==> src/rtl/riscv_32i_control_pkg.sv <==
// Control-path types and funct3 encodings for the load/store unit.
package riscv_32i_control_pkg;
  typedef enum logic [1:0] {
    LSU_IDLE  = 2'd0,
    LSU_ISSUE = 2'd1,
    LSU_WAIT  = 2'd2,
    LSU_RESP  = 2'd3
  } lsu_state_t;

  localparam logic [2:0] LSU_B  = 3'b000;
  localparam logic [2:0] LSU_H  = 3'b001;
  localparam logic [2:0] LSU_W  = 3'b010;
  localparam logic [2:0] LSU_BU = 3'b100;
  localparam logic [2:0] LSU_HU = 3'b101;

  localparam logic [2:0] LSU_SB = 3'b000;
  localparam logic [2:0] LSU_SH = 3'b001;
  localparam logic [2:0] LSU_SW = 3'b010;

  function automatic logic lsu_funct3_illegal(input logic we, input logic [2:0] funct3);
    if (we) return (funct3 > LSU_SW);
    return (funct3 == 3'b011) || (funct3 == 3'b110) || (funct3 == 3'b111);
  endfunction
endpackage

==> src/rtl/riscv_32i_defs_pkg.sv <==
// Shared RV32I datapath types used across the core.
package riscv_32i_defs_pkg;
  typedef logic [31:0] word_t;
  typedef logic [3:0]  byte_sel_t;
endpackage

==> src/rtl/lsu_align.sv <==
// Byte-lane steering for stores and extract/extend for loads; purely combinational.
module lsu_align
  import riscv_32i_defs_pkg::*;
  import riscv_32i_control_pkg::*;
(
  input  logic [2:0] funct3,
  input  logic [1:0] addr_lo,
  input  word_t      wdata,
  input  word_t      rd_data,
  output byte_sel_t  wr_sel,
  output word_t      wr_data,
  output word_t      ld_data
);
  word_t shifted;

  always_comb begin
    wr_sel  = 4'b0000;
    wr_data = wdata;
    shifted = rd_data >> {addr_lo, 3'b000};
    ld_data = shifted;

    case (funct3)
      LSU_SB: begin
        wr_sel  = 4'b0001 << addr_lo;
        wr_data = {4{wdata[7:0]}};
      end
      LSU_SH: begin
        wr_sel  = 4'b0011 << addr_lo;
        wr_data = {2{wdata[15:0]}};
      end
      LSU_SW:  wr_sel = 4'b1111;
      default: wr_sel = 4'b0000;
    endcase

    case (funct3)
      LSU_B:   ld_data = {{24{shifted[7]}}, shifted[7:0]};
      LSU_H:   ld_data = {{16{shifted[15]}}, shifted[15:0]};
      LSU_BU:  ld_data = {24'd0, shifted[7:0]};
      LSU_HU:  ld_data = {16'd0, shifted[15:0]};
      default: ld_data = shifted;
    endcase
  end
endmodule

==> src/rtl/load_store_unit.sv <==
// Single-outstanding load/store unit between memory-stage control and a synchronous data memory.
module load_store_unit
  import riscv_32i_defs_pkg::*;
  import riscv_32i_control_pkg::*;
#(
  parameter int RD_LATENCY = 1
) (
  input  logic       clk,
  input  logic       rst_n,
  input  logic       req_valid,
  output logic       req_ready,
  input  logic       req_we,
  input  logic [2:0] req_funct3,
  input  word_t      req_addr,
  input  word_t      req_wdata,
  output logic       rsp_valid,
  output word_t      rsp_rdata,
  output logic       rsp_misaligned,
  output logic       rsp_illegal,
  output byte_sel_t  mem_wr_sel,
  output word_t      mem_addr,
  output word_t      mem_wr_data,
  input  word_t      mem_rd_data
);
  localparam logic [1:0] CNT_INIT = 2'(RD_LATENCY - 1);

  lsu_state_t state_q, state_d;
  logic       we_q, we_d;
  logic [2:0] funct3_q, funct3_d;
  word_t      addr_q, addr_d;
  word_t      wdata_q, wdata_d;
  logic [1:0] cnt_q, cnt_d;
  word_t      rdata_q, rdata_d;
  logic       mis_q, mis_d;
  logic       ill_q, ill_d;

  logic       req_ill, req_mis;
  byte_sel_t  align_sel;
  word_t      align_wdata, align_ld;

  lsu_align u_align (
    .funct3  (funct3_q),
    .addr_lo (addr_q[1:0]),
    .wdata   (wdata_q),
    .rd_data (mem_rd_data),
    .wr_sel  (align_sel),
    .wr_data (align_wdata),
    .ld_data (align_ld)
  );

  always_comb begin
    req_ill = lsu_funct3_illegal(req_we, req_funct3);
    req_mis = ((req_funct3[1:0] == 2'b01) && req_addr[0]) ||
              ((req_funct3[1:0] == 2'b10) && (req_addr[1:0] != 2'b00));

    state_d  = state_q;
    we_d     = we_q;
    funct3_d = funct3_q;
    addr_d   = addr_q;
    wdata_d  = wdata_q;
    cnt_d    = cnt_q;
    rdata_d  = rdata_q;
    mis_d    = mis_q;
    ill_d    = ill_q;

    unique case (state_q)
      LSU_IDLE: begin
        if (req_valid) begin
          we_d     = req_we;
          funct3_d = req_funct3;
          addr_d   = req_addr;
          wdata_d  = req_wdata;
          rdata_d  = '0;
          // An illegal funct3 masks any alignment complaint.
          ill_d    = req_ill;
          mis_d    = !req_ill && req_mis;
          state_d  = (req_ill || req_mis) ? LSU_RESP : LSU_ISSUE;
        end
      end
      LSU_ISSUE: begin
        if (we_q) begin
          state_d = LSU_RESP;
        end else begin
          cnt_d   = CNT_INIT;
          state_d = LSU_WAIT;
        end
      end
      LSU_WAIT: begin
        if (cnt_q == 2'd0) begin
          rdata_d = align_ld;
          state_d = LSU_RESP;
        end else begin
          cnt_d = cnt_q - 2'd1;
        end
      end
      LSU_RESP: state_d = LSU_IDLE;
      default:  state_d = LSU_IDLE;
    endcase
  end

  always_ff @(posedge clk) begin
    if (!rst_n) begin
      state_q  <= LSU_IDLE;
      we_q     <= 1'b0;
      funct3_q <= 3'd0;
      addr_q   <= '0;
      wdata_q  <= '0;
      cnt_q    <= 2'd0;
      rdata_q  <= '0;
      mis_q    <= 1'b0;
      ill_q    <= 1'b0;
    end else begin
      state_q  <= state_d;
      we_q     <= we_d;
      funct3_q <= funct3_d;
      addr_q   <= addr_d;
      wdata_q  <= wdata_d;
      cnt_q    <= cnt_d;
      rdata_q  <= rdata_d;
      mis_q    <= mis_d;
      ill_q    <= ill_d;
    end
  end

  assign req_ready      = (state_q == LSU_IDLE);
  assign rsp_valid      = (state_q == LSU_RESP);
  assign rsp_rdata      = rdata_q;
  assign rsp_misaligned = mis_q;
  assign rsp_illegal    = ill_q;
  // Write enables are decoded from state so a reset edge in ISSUE still lets the store land.
  assign mem_wr_sel     = ((state_q == LSU_ISSUE) && we_q) ? align_sel : 4'b0000;
  assign mem_addr       = {addr_q[31:2], 2'b00};
  assign mem_wr_data    = align_wdata;
endmodule

==> config.mk <==
export PLATFORM = sky130hd
export DESIGN_NAME = load_store_unit
export DESIGN_NICKNAME = d
export VERILOG_FILES = /design/src/rtl/riscv_32i_control_pkg.sv /design/src/rtl/riscv_32i_defs_pkg.sv /design/src/rtl/lsu_align.sv /design/src/rtl/load_store_unit.sv
export SDC_FILE = /design/constraint.sdc
export NUM_CORES = 1
export LEC_CHECK = 0
export BUFFER_PORTS_ARGS = -buffer_cell sky130_fd_sc_hd__buf_2
export CORE_AREA = 2 2 106 108
export CTS_BUF_LIST = sky130_fd_sc_hd__clkbuf_8
export DETAILED_ROUTE_END_ITERATION = 16
export DIE_AREA = 0 0 108 110
export PLACE_DENSITY = 0.87
export SYNTH_ARGS = -nofsm -noshare
export SYNTH_HDL_FRONTEND = slang
export SYNTH_SLANG_ARGS = --single-unit
==> constraint.sdc <==
create_clock -name clk -period 4.2 [get_ports clk]
set_clock_uncertainty 0.1 [all_clocks]
set_input_delay 0.63 -clock clk [delete_from_list [all_inputs] [get_ports clk]]
set_output_delay 0.63 -clock clk [all_outputs]
set_load 0.02 [all_outputs]
==> out/qor.yml, run 1 <==
outcome:
  status: "completed"
timing:
  grt_setup_unrepaired: "false"
  finalSetupViolations: 0
  totalNegativeSetupSlack_ns: 0
  fmax_mhz: 322
  drv_slew: 0
  timing_worst_slew_pin_value_ns: 0.973
  final_period_minus_worst_setup_slack_ns: 3.10
  hold_violations: 0
  holdWs_ns: 0.356
  slew-limit-headroom_pct: 35.1
  share_of_the_clock_period_used_by_the_worst_path_pct: 73.9
logic_synthesis:
  main_combinational_cell_family_by_area_after_synthesis: "compound AO/OA/AOI/OAI gates"
  yosysUniqueCellTypes: 44
  adder_cell_fraction_of_synth_area_pct: 1.23
  postSynth.asyncResetShare_pct: 0
  avgSynthCellArea_sq_um: 8.63
  synth_compound_gate_area_share_pct: 18.3
  synthesis.yosys.warnings: 0
  post_synth_mux_area_share_pct: 12.8
  synth_seq_area_share_pct: 41.8
  ys_ff_latch: 106
  synthesis.area_sq_mm: 0.00507
  synth_ff_type: "sky130_fd_sc_hd__dfxtp_1"
  synthSimpleGateAreaFrac_pct: 15.5
  synth_xor_xnor_area_share_pct: 0.173
  post_synth_inst_count: 588
  synth_edf_count: 0
cells_and_area:
  regArea_sq_mm: 0.00212
  filler_cell_count: 990
  final_net_count: 835
  flow.area_growth_from_synthesis_pct: 18.8
  layout.cell_area.non_filler_sq_mm: 0.00602
  multi_input_gate_area_in_the_final_layout_sq_mm: 0.00245
  final_common_cell: "sky130_fd_sc_hd__buf_2"
  final_cell_mix: "204 x sky130_fd_sc_hd__buf_2, 142 x sky130_fd_sc_hd__nand2_1, 106 x sky130_fd_sc_hd__dfxtp_1"
  antenna_cells_inserted: 0
  drive_gt1_share_pct: 37.7
setup_path:
  start_kind: "flip-flop"
  critPathCaptureType: "output port"
  critical-path-max-stage-delay_ns: 0.87
  critical_path.slowest_cell: "sky130_fd_sc_hd__dfxtp_1"
  crit_fanout: 19
  crit_type: "flip-flop to output port"
  arrival_time_at_the_worst_endpoint_ns: 2.37
  path_cells: "nor2_1, nor2_1, nor2_1, a2111oi_0, buf_2"
  cp_common_cell: "sky130_fd_sc_hd__nor2_1"
  worst_ep_required_time_ns: 3.47
clocking:
  max-clock-path-buffers: 2
  clock_insertion_delay_worst_skew_ns: 0.36
  clkTransAtPathRegs_ns: 0.11
  cts_htree_levels: 3
  post_cts_buffers: 0
  numCtsBuffers: 9
  cts.repair.resized: 0
  clock_tree.root_cell: "sky130_fd_sc_hd__clkbuf_8"
  cts_tree: "built"
  cts_hold_buffers_added: 0
  tritoncts_num_sinks: 106
die:
  floorplan.die.height_um: 110
  floorplan.rows: 38
  fp.dieW_um: 108
  starting_density_of_the_core_pct: 47.4
  design.core.area_sq_mm: 0.0107
  dieArea_sq_mm: 0.0119
  boundaryPins: 207
drt:
  postRouteAntennaNets: 0
  dr.pass1.iters: 5
  vias: 4619
  finalWirelength_mm: 13.6
  viasPerCell: 5.30
  detail_route.wl_per_cell_um: 15.5
  first_iter_violations: 322
  drc: 0
grt:
  global_route_wire_length_before_repair_mm: 20.4
  vias_in_the_first_global_route: 4137
  grt.total_usage_pct: 21.8
  antenna_found_initial: 0
  grt_max_degree: 52
  grt_overflow: 0
placement:
  hpwl_mm: 10.1
  gp_congestion: 0.799
  io_buffers: 204
  dpl-instance-area_sq_mm: 0.00584
job:
  timing.max_cap.violations: 0
power_and_ir_drop:
  irDropWorstVdd_mv: 0.220
  p_leak_uw: 0.00271
  cellPowerDensity_mw_per_mm2: 543
min_path:
  timing.hold.worst.class: "flip-flop to flip-flop"
## where the power goes
part | leakage (uW) | total [uW] | internal [uW] | switching [uW]
Combinational | 0.00175 | 1360 | 493 | 867
Clock | 0.0000925 | 601 | 227 | 375
Sequential | 0.000865 | 1310 | 1180 | 135
Total | 0.00271 | 3270 | 1900 | 1380
## cells in the mapped netlist (2+ instances only)
cell	count	area (sq um)
sky130_fd_sc_hd__a2111oi_0	2	17.5
sky130_fd_sc_hd__a21oi_1	84	420
sky130_fd_sc_hd__a221o_1	16	160
sky130_fd_sc_hd__a221oi_1	8	70.1
sky130_fd_sc_hd__a22oi_1	9	67.6
sky130_fd_sc_hd__and2_1	2	12.5
sky130_fd_sc_hd__buf_2	10	50.1
sky130_fd_sc_hd__buf_4	40	300
sky130_fd_sc_hd__clkbuf_1	31	116
sky130_fd_sc_hd__dfxtp_1	106	2120
sky130_fd_sc_hd__ha_1	5	62.6
sky130_fd_sc_hd__inv_1	7	26.3
sky130_fd_sc_hd__mux2_2	33	372
sky130_fd_sc_hd__mux2i_1	8	80.1
sky130_fd_sc_hd__mux4_2	7	158
sky130_fd_sc_hd__nand2_1	143	537
sky130_fd_sc_hd__nand2b_1	3	18.8
sky130_fd_sc_hd__nand3_1	2	10.0
sky130_fd_sc_hd__nand3b_1	3	22.5
sky130_fd_sc_hd__nor2_1	27	101
sky130_fd_sc_hd__nor2b_1	4	25.0
sky130_fd_sc_hd__nor3_1	3	15.0
sky130_fd_sc_hd__nor3_2	2	20.0
sky130_fd_sc_hd__o21ai_0	6	30.0
sky130_fd_sc_hd__o2bb2ai_1	8	70.1
## flip-flops by register name, summed over array words and instances (netlist names)
name and cells:
addr_q 32, rsp_rdata 32, wdata_q 32, funct3_q 3, cnt_q 2, state_q 2, rsp_illegal 1, rsp_misaligned 1
we_q 1
## critical path, delay by kind of cell, from the launching register on
family	cells	cell delay, ns
simple gates	3	0.38
compound gates	1	0.48
flops	1	0.87
buf+inv	1	0.28
## worst paths after layout
check        cells past startpoint  slack (ns)         from       endpoint
max                              5        1.10  funct3_q[0]  mem_wr_sel[1]
min                              2        0.36   addr_q[19]     addr_q[19]
min reg2reg                      2        0.36   addr_q[19]     addr_q[19]
max reg2reg                      6        1.37   state_q[0]  rsp_rdata[20]
## per-layer routing
metal,global-route usage (%),routed length (um),vias to the layer above
li1,-,-,2270
met1,26.3,5380,2125
met2,37.7,6790,197
met3,5.94,1070,27
met4,7.60,312,0
met5,0,0,-
## layout make-up
| cell class | instances | area share (%) |
|---|---|---|
| Multi-Input combinational cell | 392 | 40.6 |
| Inverter | 8 | 0.498 |
| Tap cell | 140 | 2.91 |
| Sequential cell | 106 | 35.2 |
| Timing Repair Buffer | 210 | 17.7 |
| Clock inverter | 7 | 0.976 |
| Clock buffer | 9 | 2.06 |
## cell families (layout without fill, tap and decap cells)
group,Yosys count,in the layout
xor gates and xnor gates,1,1
other,1,2
DFF,106,106
and+or+nand+nor,193,193
muxes,50,50
adders and majority gates,5,5
buffers and inverters,91,234
AOI/OAI and AO/OA,141,141
## through the flow
stage	worst slack, ns	power, uW	instances	util, %
finish	1.10	3270	872	56.3
global route	0.902	3490	872	56.3
CTS	1.11	3300	872	56.3
detailed placement	1.46	2700	856	54.6
global placement	1.51	2670	856	54.6
floorplan	1.52	2360	589	-
No activity file was read; power rests on OpenSTA's default activity.
==> run 2, diff against run 1 <==
clock period = 3.05 ns   (was 4.2 ns; I/O delays follow)
==> run 2 against run 1 <==
  * Utilization increased by 0.76 points
  * Critical path depth unchanged
  * Design area increased by 1.3%
  * Via count decreased by 0.45%
  * Clock power increased by 44%
  * Sequential power increased by 37%
  * Die area unchanged
  * Combinational power increased by 42%
  * Setup slack got worse by 0.68 ns
  * Critical path type unchanged
==> out/qor.yml, run 2 (same netlist as run 1, synthesis figures left out) <==
outcome:
  status: "completed"
placement:
  gp_congestion: 0.788  # -1.3%
  io_buffers: 204  # unchanged
  hpwl_mm: 10.1  # +0.43%
  dpl-instance-area_sq_mm: 0.00591  # +1.2%
clocking:
  cts_tree: "built"
  tritoncts_num_sinks: 106  # unchanged
  cts.repair.resized: 0  # unchanged
  numCtsBuffers: 9  # unchanged
  max-clock-path-buffers: 2  # unchanged
  cts_hold_buffers_added: 0  # unchanged
  post_cts_buffers: 0  # unchanged
  clock_insertion_delay_worst_skew_ns: 0.35  # about the same
  clkTransAtPathRegs_ns: 0.10  # about the same
  clock_tree.root_cell: "sky130_fd_sc_hd__clkbuf_8"
  cts_htree_levels: 3  # unchanged
die:
  boundaryPins: 207  # unchanged
  starting_density_of_the_core_pct: 47.4  # unchanged
  design.core.area_sq_mm: 0.0107  # unchanged
  dieArea_sq_mm: 0.0119  # unchanged
  floorplan.die.height_um: 110  # unchanged
  fp.dieW_um: 108  # unchanged
  floorplan.rows: 38  # unchanged
job:
  timing.max_cap.violations: 0  # unchanged
grt:
  antenna_found_initial: 0  # unchanged
  global_route_wire_length_before_repair_mm: 20.9  # +2.3%
  grt_overflow: 0  # unchanged
  grt_max_degree: 59  # +13%
  vias_in_the_first_global_route: 4301  # +4.0%
  grt.total_usage_pct: 22.2  # +0.39 points
timing:
  fmax_mhz: 379
  share_of_the_clock_period_used_by_the_worst_path_pct: 86.5
  timing_worst_slew_pin_value_ns: 0.622  # -0.351 ns
  finalSetupViolations: 0  # unchanged
  hold_violations: 0  # unchanged
  grt_setup_unrepaired: "false"
  totalNegativeSetupSlack_ns: 0  # unchanged
  drv_slew: 0  # unchanged
  final_period_minus_worst_setup_slack_ns: 2.64
  slew-limit-headroom_pct: 58.4  # +23 points
power_and_ir_drop:
  total_chip_power_uw: 4590  # +40%
  cellPowerDensity_mw_per_mm2: 751  # +38%
  irDropWorstVdd_mv: 0.424  # +92%
  p_leak_uw: 0.00275  # +1.5%
drt:
  postRouteAntennaNets: 0  # unchanged
  first_iter_violations: 183  # -43%
  viasPerCell: 5.24  # -1.1%
  vias: 4598  # -0.45%
  detail_route.wl_per_cell_um: 15.5  # -0.18%
  dr.pass1.iters: 4  # -1
  drc: 0  # unchanged
  finalWirelength_mm: 13.6  # +0.51%
cells_and_area:
  final_cell_mix: "204 x sky130_fd_sc_hd__buf_2, 142 x sky130_fd_sc_hd__nand2_1, 106 x sky130_fd_sc_hd__dfxtp_1"
  drive_gt1_share_pct: 38.1  # +0.37 points
  final_net_count: 841  # +0.72%
  flow.area_growth_from_synthesis_pct: 20.4
  antenna_cells_inserted: 0  # unchanged
  regArea_sq_mm: 0.00212  # unchanged
  multi_input_gate_area_in_the_final_layout_sq_mm: 0.00245  # unchanged
  layout.cell_area.non_filler_sq_mm: 0.00611  # +1.3%
  final_common_cell: "sky130_fd_sc_hd__buf_2"
  filler_cell_count: 1001  # +1.1%
setup_path:
  critPathCaptureType: "output port"
  crit_fanout: 15  # -4
  arrival_time_at_the_worst_endpoint_ns: 2.08  # -0.29 ns
  start_kind: "flip-flop"
  crit_type: "flip-flop to output port"
  worst_ep_required_time_ns: 2.49  # -0.98 ns
min_path:
  timing.hold.worst.class: "input pin to flip-flop"
==> run 2: through the flow <==
stage               util (%)  instances  worst slack, ns  hold slack (ns)
global route            57.1        878            0.233            0.204
detailed placement      55.3        862            0.613            0.343
floorplan                  -        589            0.541            0.334
CTS                     57.1        878            0.445            0.202
global placement        55.3        862            0.710            0.339
finish                  57.1        878            0.411            0.223
==> run 2: worst paths after layout <==
kind         slack [ns]           from  cells past startpoint             to
min reg2reg        0.36     addr_q[28]                      2     addr_q[28]
min                0.22  req_wdata[21]                      3    wdata_q[21]
max                0.41    funct3_q[0]                      5  mem_wr_sel[3]
max reg2reg        0.57     state_q[0]                      6  rsp_rdata[29]
==> run 2: area by class of cell <==
| type | count | share of cell area (%) |
|---|---|---|
| clock buffer | 9 | 2.03 |
| clock inverter | 7 | 1.15 |
| inverter | 8 | 0.492 |
| multi-input combinational | 392 | 40.1 |
| sequential | 106 | 34.8 |
| tap | 140 | 2.87 |
| timing repair buffer | 216 | 18.6 |
==> run 2: worst max-delay path, stage by stage (launching register included) <==
cell and delay (ns):
sky130_fd_sc_hd__dfxtp_1 0.73, sky130_fd_sc_hd__nor2_1 0.18, sky130_fd_sc_hd__inv_1 0.09, sky130_fd_sc_hd__a21oi_1 0.06
sky130_fd_sc_hd__a2111oi_0 0.42, sky130_fd_sc_hd__buf_2 0.26
==> run 2: where the power goes <==
| part | internal (uW) | switching [uW] | total (uW) |
|---|---|---|---|
| Combinational | 715 | 1210 | 1930 |
| Sequential | 1620 | 175 | 1800 |
| Clock | 379 | 486 | 865 |
==> run 2: layer usage <==
layer	track usage (%)	wire [um]
met5	0	0
met4	8.15	320
met3	4.82	902
met2	39.6	6760
met1	26.3	5630
==> run 3, diff against run 2 <==
ABC_AREA = 1   (was default)
CORE_AREA = 2 2 110 112   (was 2 2 106 108)
CTS_CLUSTER_DIAMETER = 40   (was default)
DIE_AREA = 0 0 112 114   (was 0 0 108 110)
PLACE_DENSITY = 0.86   (was 0.87)
SYNTH_HIERARCHICAL = 1   (was default)
==> run 3 against run 2 <==
  * Wire length grew 9.7%
  * Register-to-register slack improved by 0.44 ns
  * Maximum frequency increased by 1.7%
  * Critical endpoint is now mem_wr_sel[2]
  * Largest power group unchanged
==> out/qor.yml, run 3 <==
outcome:
  status: "completed"
drt:
  vias: 5486  # +19%
  first_iter_violations: 623  # +240%
  drc: 0  # unchanged
  finalWirelength_mm: 14.9  # +9.7%
  dr.pass1.iters: 5  # +1
  detail_route.wl_per_cell_um: 13.9  # -11%
  viasPerCell: 5.08  # -2.9%
  postRouteAntennaNets: 0  # unchanged
logic_synthesis:
  avgSynthCellArea_sq_um: 6.92  # -20%
  post-synth-top-area-fraction_pct: 38.7  # -3.1 points
  yosys-top-cells-area: "sky130_fd_sc_hd__dfxtp_1 39%, sky130_fd_sc_hd__nand2_1 12%, sky130_fd_sc_hd__nor2_1 9.8%, sky130_fd_sc_hd__o21ai_0 8.0%, sky130_fd_sc_hd__buf_4 6.4%"
  synthesis.area_sq_mm: 0.00548  # +8.0%
  post-synth-top-area-cell: "sky130_fd_sc_hd__dfxtp_1"
  post_synth_inst_count: 792  # +35%
  postSynth.asyncResetShare_pct: 0  # unchanged
  synth_edf_count: 0  # unchanged
  yosysUniqueCellTypes: 28  # -36%
  yosys.cell_count.top_type: "sky130_fd_sc_hd__nand2_1"
  synthesis.yosys.warnings: 6  # +6
  synth_seq_area_share_pct: 38.7  # -3.1 points
  synth_ff_type: "sky130_fd_sc_hd__dfxtp_1"
  synth_common_cells: "175 x sky130_fd_sc_hd__nand2_1, 143 x sky130_fd_sc_hd__nor2_1, 106 x sky130_fd_sc_hd__dfxtp_1"
  ys_ff_latch: 106  # unchanged
setup_path:
  reg2reg_depth: 9  # +3
  rrSetupSlack_ns: 1.01  # +0.44 ns
  r2r-start: "state_q[0]"
  worst_ep_required_time_ns: 2.49  # about the same
  crit_fanout: 11  # -4
  crit_type: "flip-flop to output port"
  critPathCaptureType: "output port"
  worstSetupEndpoint: "mem_wr_sel[2]"
  arrival_time_at_the_worst_endpoint_ns: 2.04  # -0.04 ns
  worstSetupStartpoint: "funct3_q[2]"
  start_kind: "flip-flop"
  r2r-end: "rsp_rdata[6]"
power_and_ir_drop:
  cellPowerDensity_mw_per_mm2: 886  # +18%
  total_chip_power_uw: 5640  # +23%
  irDropWorstVdd_mv: 0.625  # +48%
  switchingPower_uw: 2630  # +40%
  power.clock.fraction_pct: 15.7  # -3.1 points
  comb_power_share_pct: 50.1  # +8.1 points
  p_leak_uw: 0.00316  # +15%
  power.internal_uw: 3010  # +11%
  sw_frac_of_total_pct: 46.6  # +5.7 points
  p_seq_share_pct: 34.2  # -4.9 points
grt:
  grt_overflow: 0  # unchanged
  use_met3_pct: 7.86  # +3.0 points
  grt_max_degree: 70  # +19%
  global_route_wire_length_before_repair_mm: 23.6  # +13%
  vias_in_the_first_global_route: 5036  # +17%
  antenna_found_initial: 0  # unchanged
  groute.layer.met2.usage_pct: 39.5  # -0.15 points
  grt.total_usage_pct: 22.9  # +0.73 points
  grt_use_met1_pct: 27.1  # +0.80 points
  globalRoute.busiestLayer: "met2"
die:
  boundaryPins: 207  # unchanged
  floorplan.rows: 40  # +5.3%
  starting_density_of_the_core_pct: 46.8  # -0.63 points
  floorplan.die.height_um: 114  # +3.6%
  fp.dieW_um: 112  # +3.7%
  design.core.area_sq_mm: 0.0117  # +9.5%
  dieArea_sq_mm: 0.0128  # +7.5%
timing:
  fmax_mhz: 385  # +1.7%
  timing_worst_slew_pin_value_ns: 0.787  # +0.164 ns
  holdWs_ns: 0.212  # -0.0108 ns
  drv_slew: 0  # unchanged
  share_of_the_clock_period_used_by_the_worst_path_pct: 85.1  # -1.4 points
  grt_setup_unrepaired: "false"
  hold_violations: 0  # unchanged
  final_period_minus_worst_setup_slack_ns: 2.60  # -0.0441 ns
  slew-limit-headroom_pct: 47.5  # -11 points
  finalSetupViolations: 0  # unchanged
  totalNegativeSetupSlack_ns: 0  # unchanged
clocking:
  cts.repair.resized: 0  # unchanged
  clkTransAtPathRegs_ns: 0.10  # about the same
  max-clock-path-buffers: 2  # unchanged
  tritoncts_num_sinks: 106  # unchanged
  cts_htree_levels: 3  # unchanged
  cts_hold_buffers_added: 0  # unchanged
  post_cts_buffers: 0  # unchanged
  cts_tree: "built"
  clock_tree.root_cell: "sky130_fd_sc_hd__clkbuf_8"
  clock_insertion_delay_worst_skew_ns: 0.38  # +0.03 ns
  numCtsBuffers: 9  # unchanged
cells_and_area:
  flow.area_growth_from_synthesis_pct: 16.3
  final_cell_mix: "204 x sky130_fd_sc_hd__buf_2, 174 x sky130_fd_sc_hd__nand2_1, 143 x sky130_fd_sc_hd__nor2_1"
  layout.cell_area.non_filler_sq_mm: 0.00637  # +4.3%
  final_common_cell: "sky130_fd_sc_hd__buf_2"
  final_net_count: 1036  # +23%
  antenna_cells_inserted: 0  # unchanged
  final_cells: 1079  # +23%
  drive_gt1_share_pct: 28.6  # -9.4 points
placement:
  gp_congestion: 0.889  # +13%
  dpl-instance-area_sq_mm: 0.00617  # +4.4%
  io_buffers: 204  # unchanged
  dpl.cell_count: 1063  # +23%
  hpwl_mm: 10.6  # +4.9%
job:
  timing.max_cap.violations: 0  # unchanged
min_path:
  timing.hold.worst.class: "input pin to flip-flop"
## run 3: cell count changes after synthesis, sizes merged, moves of 13 or more
cell / delta
nand2: +48
a221o: -16
a21oi: -33
o21ai: +83
mux2: -34
o211ai: +20
nand3: +34
inv: +39
clkbuf: -13
nor2: +118
buf: +19
## run 3: power by group through the flow
stage               Sequential (uW)  Clock, uW  Combinational (uW)
global route                   1980        969                3130
floorplan                      2010          0                2260
global placement               1950          0                2800
finish                         1930        884                2830
detailed placement             1960          0                2830
CTS                            1930        909                2840
## run 3: cells by family after synthesis
family | Yosys count | synth area share, %
buf+inv | 137 | 14.0
simple gates | 375 | 28.4
flops | 106 | 38.7
fa+ha+maj | 6 | 1.37
other cells | 1 | 0.0684
compound gates | 167 | 17.4
## run 3: worst max-delay path, cell delays in order (launching register included)
cell                      delay (ns)
sky130_fd_sc_hd__dfxtp_1        0.39
sky130_fd_sc_hd__inv_1          0.11
sky130_fd_sc_hd__nand3_1        0.41
sky130_fd_sc_hd__o21ai_0        0.31
sky130_fd_sc_hd__nand2_1        0.08
sky130_fd_sc_hd__nand2_1        0.07
sky130_fd_sc_hd__inv_1          0.04
sky130_fd_sc_hd__nor2_1         0.08
sky130_fd_sc_hd__buf_2          0.17
## run 3: per-layer routing
metal	vias to the layer above	part of all wire, %
met5	-	0
met4	0	1.3
met3	14	9.1
met2	237	48
met1	2479	41
li1	2756	-
## run 3: how the worst min path moves through the flow
stage	to	slack, ns	startpoint	depth (start not counted)
floorplan	cnt_q[0]	0.34	cnt_q[0]	2
global route	wdata_q[17]	0.20	req_wdata[17]	3
detailed placement	rsp_rdata[19]	0.35	rsp_rdata[19]	2
global placement	rsp_rdata[22]	0.35	rsp_rdata[22]	2
finish	addr_q[7]	0.21	req_addr[7]	3
CTS	addr_q[7]	0.19	req_addr[7]	3
## run 3: per-stage QoR
step	worst slack (ns)	utilization, %
global placement	0.900	52.7
global route	0.301	54.4
CTS	0.429	54.4
detailed placement	0.892	52.7
finish	0.455	54.4
floorplan	1.20	-
## run 3: cell type report
cell class                      instances  area [sq um]
Sequential cell                       106          2120
Inverter                               48           180
Clock buffer                           10           138
Fill cell                            1161          5340
Multi-Input combinational cell        550          2590
Timing Repair Buffer                  212          1090
Tap cell                              147           184
Clock inverter                          6          58.8
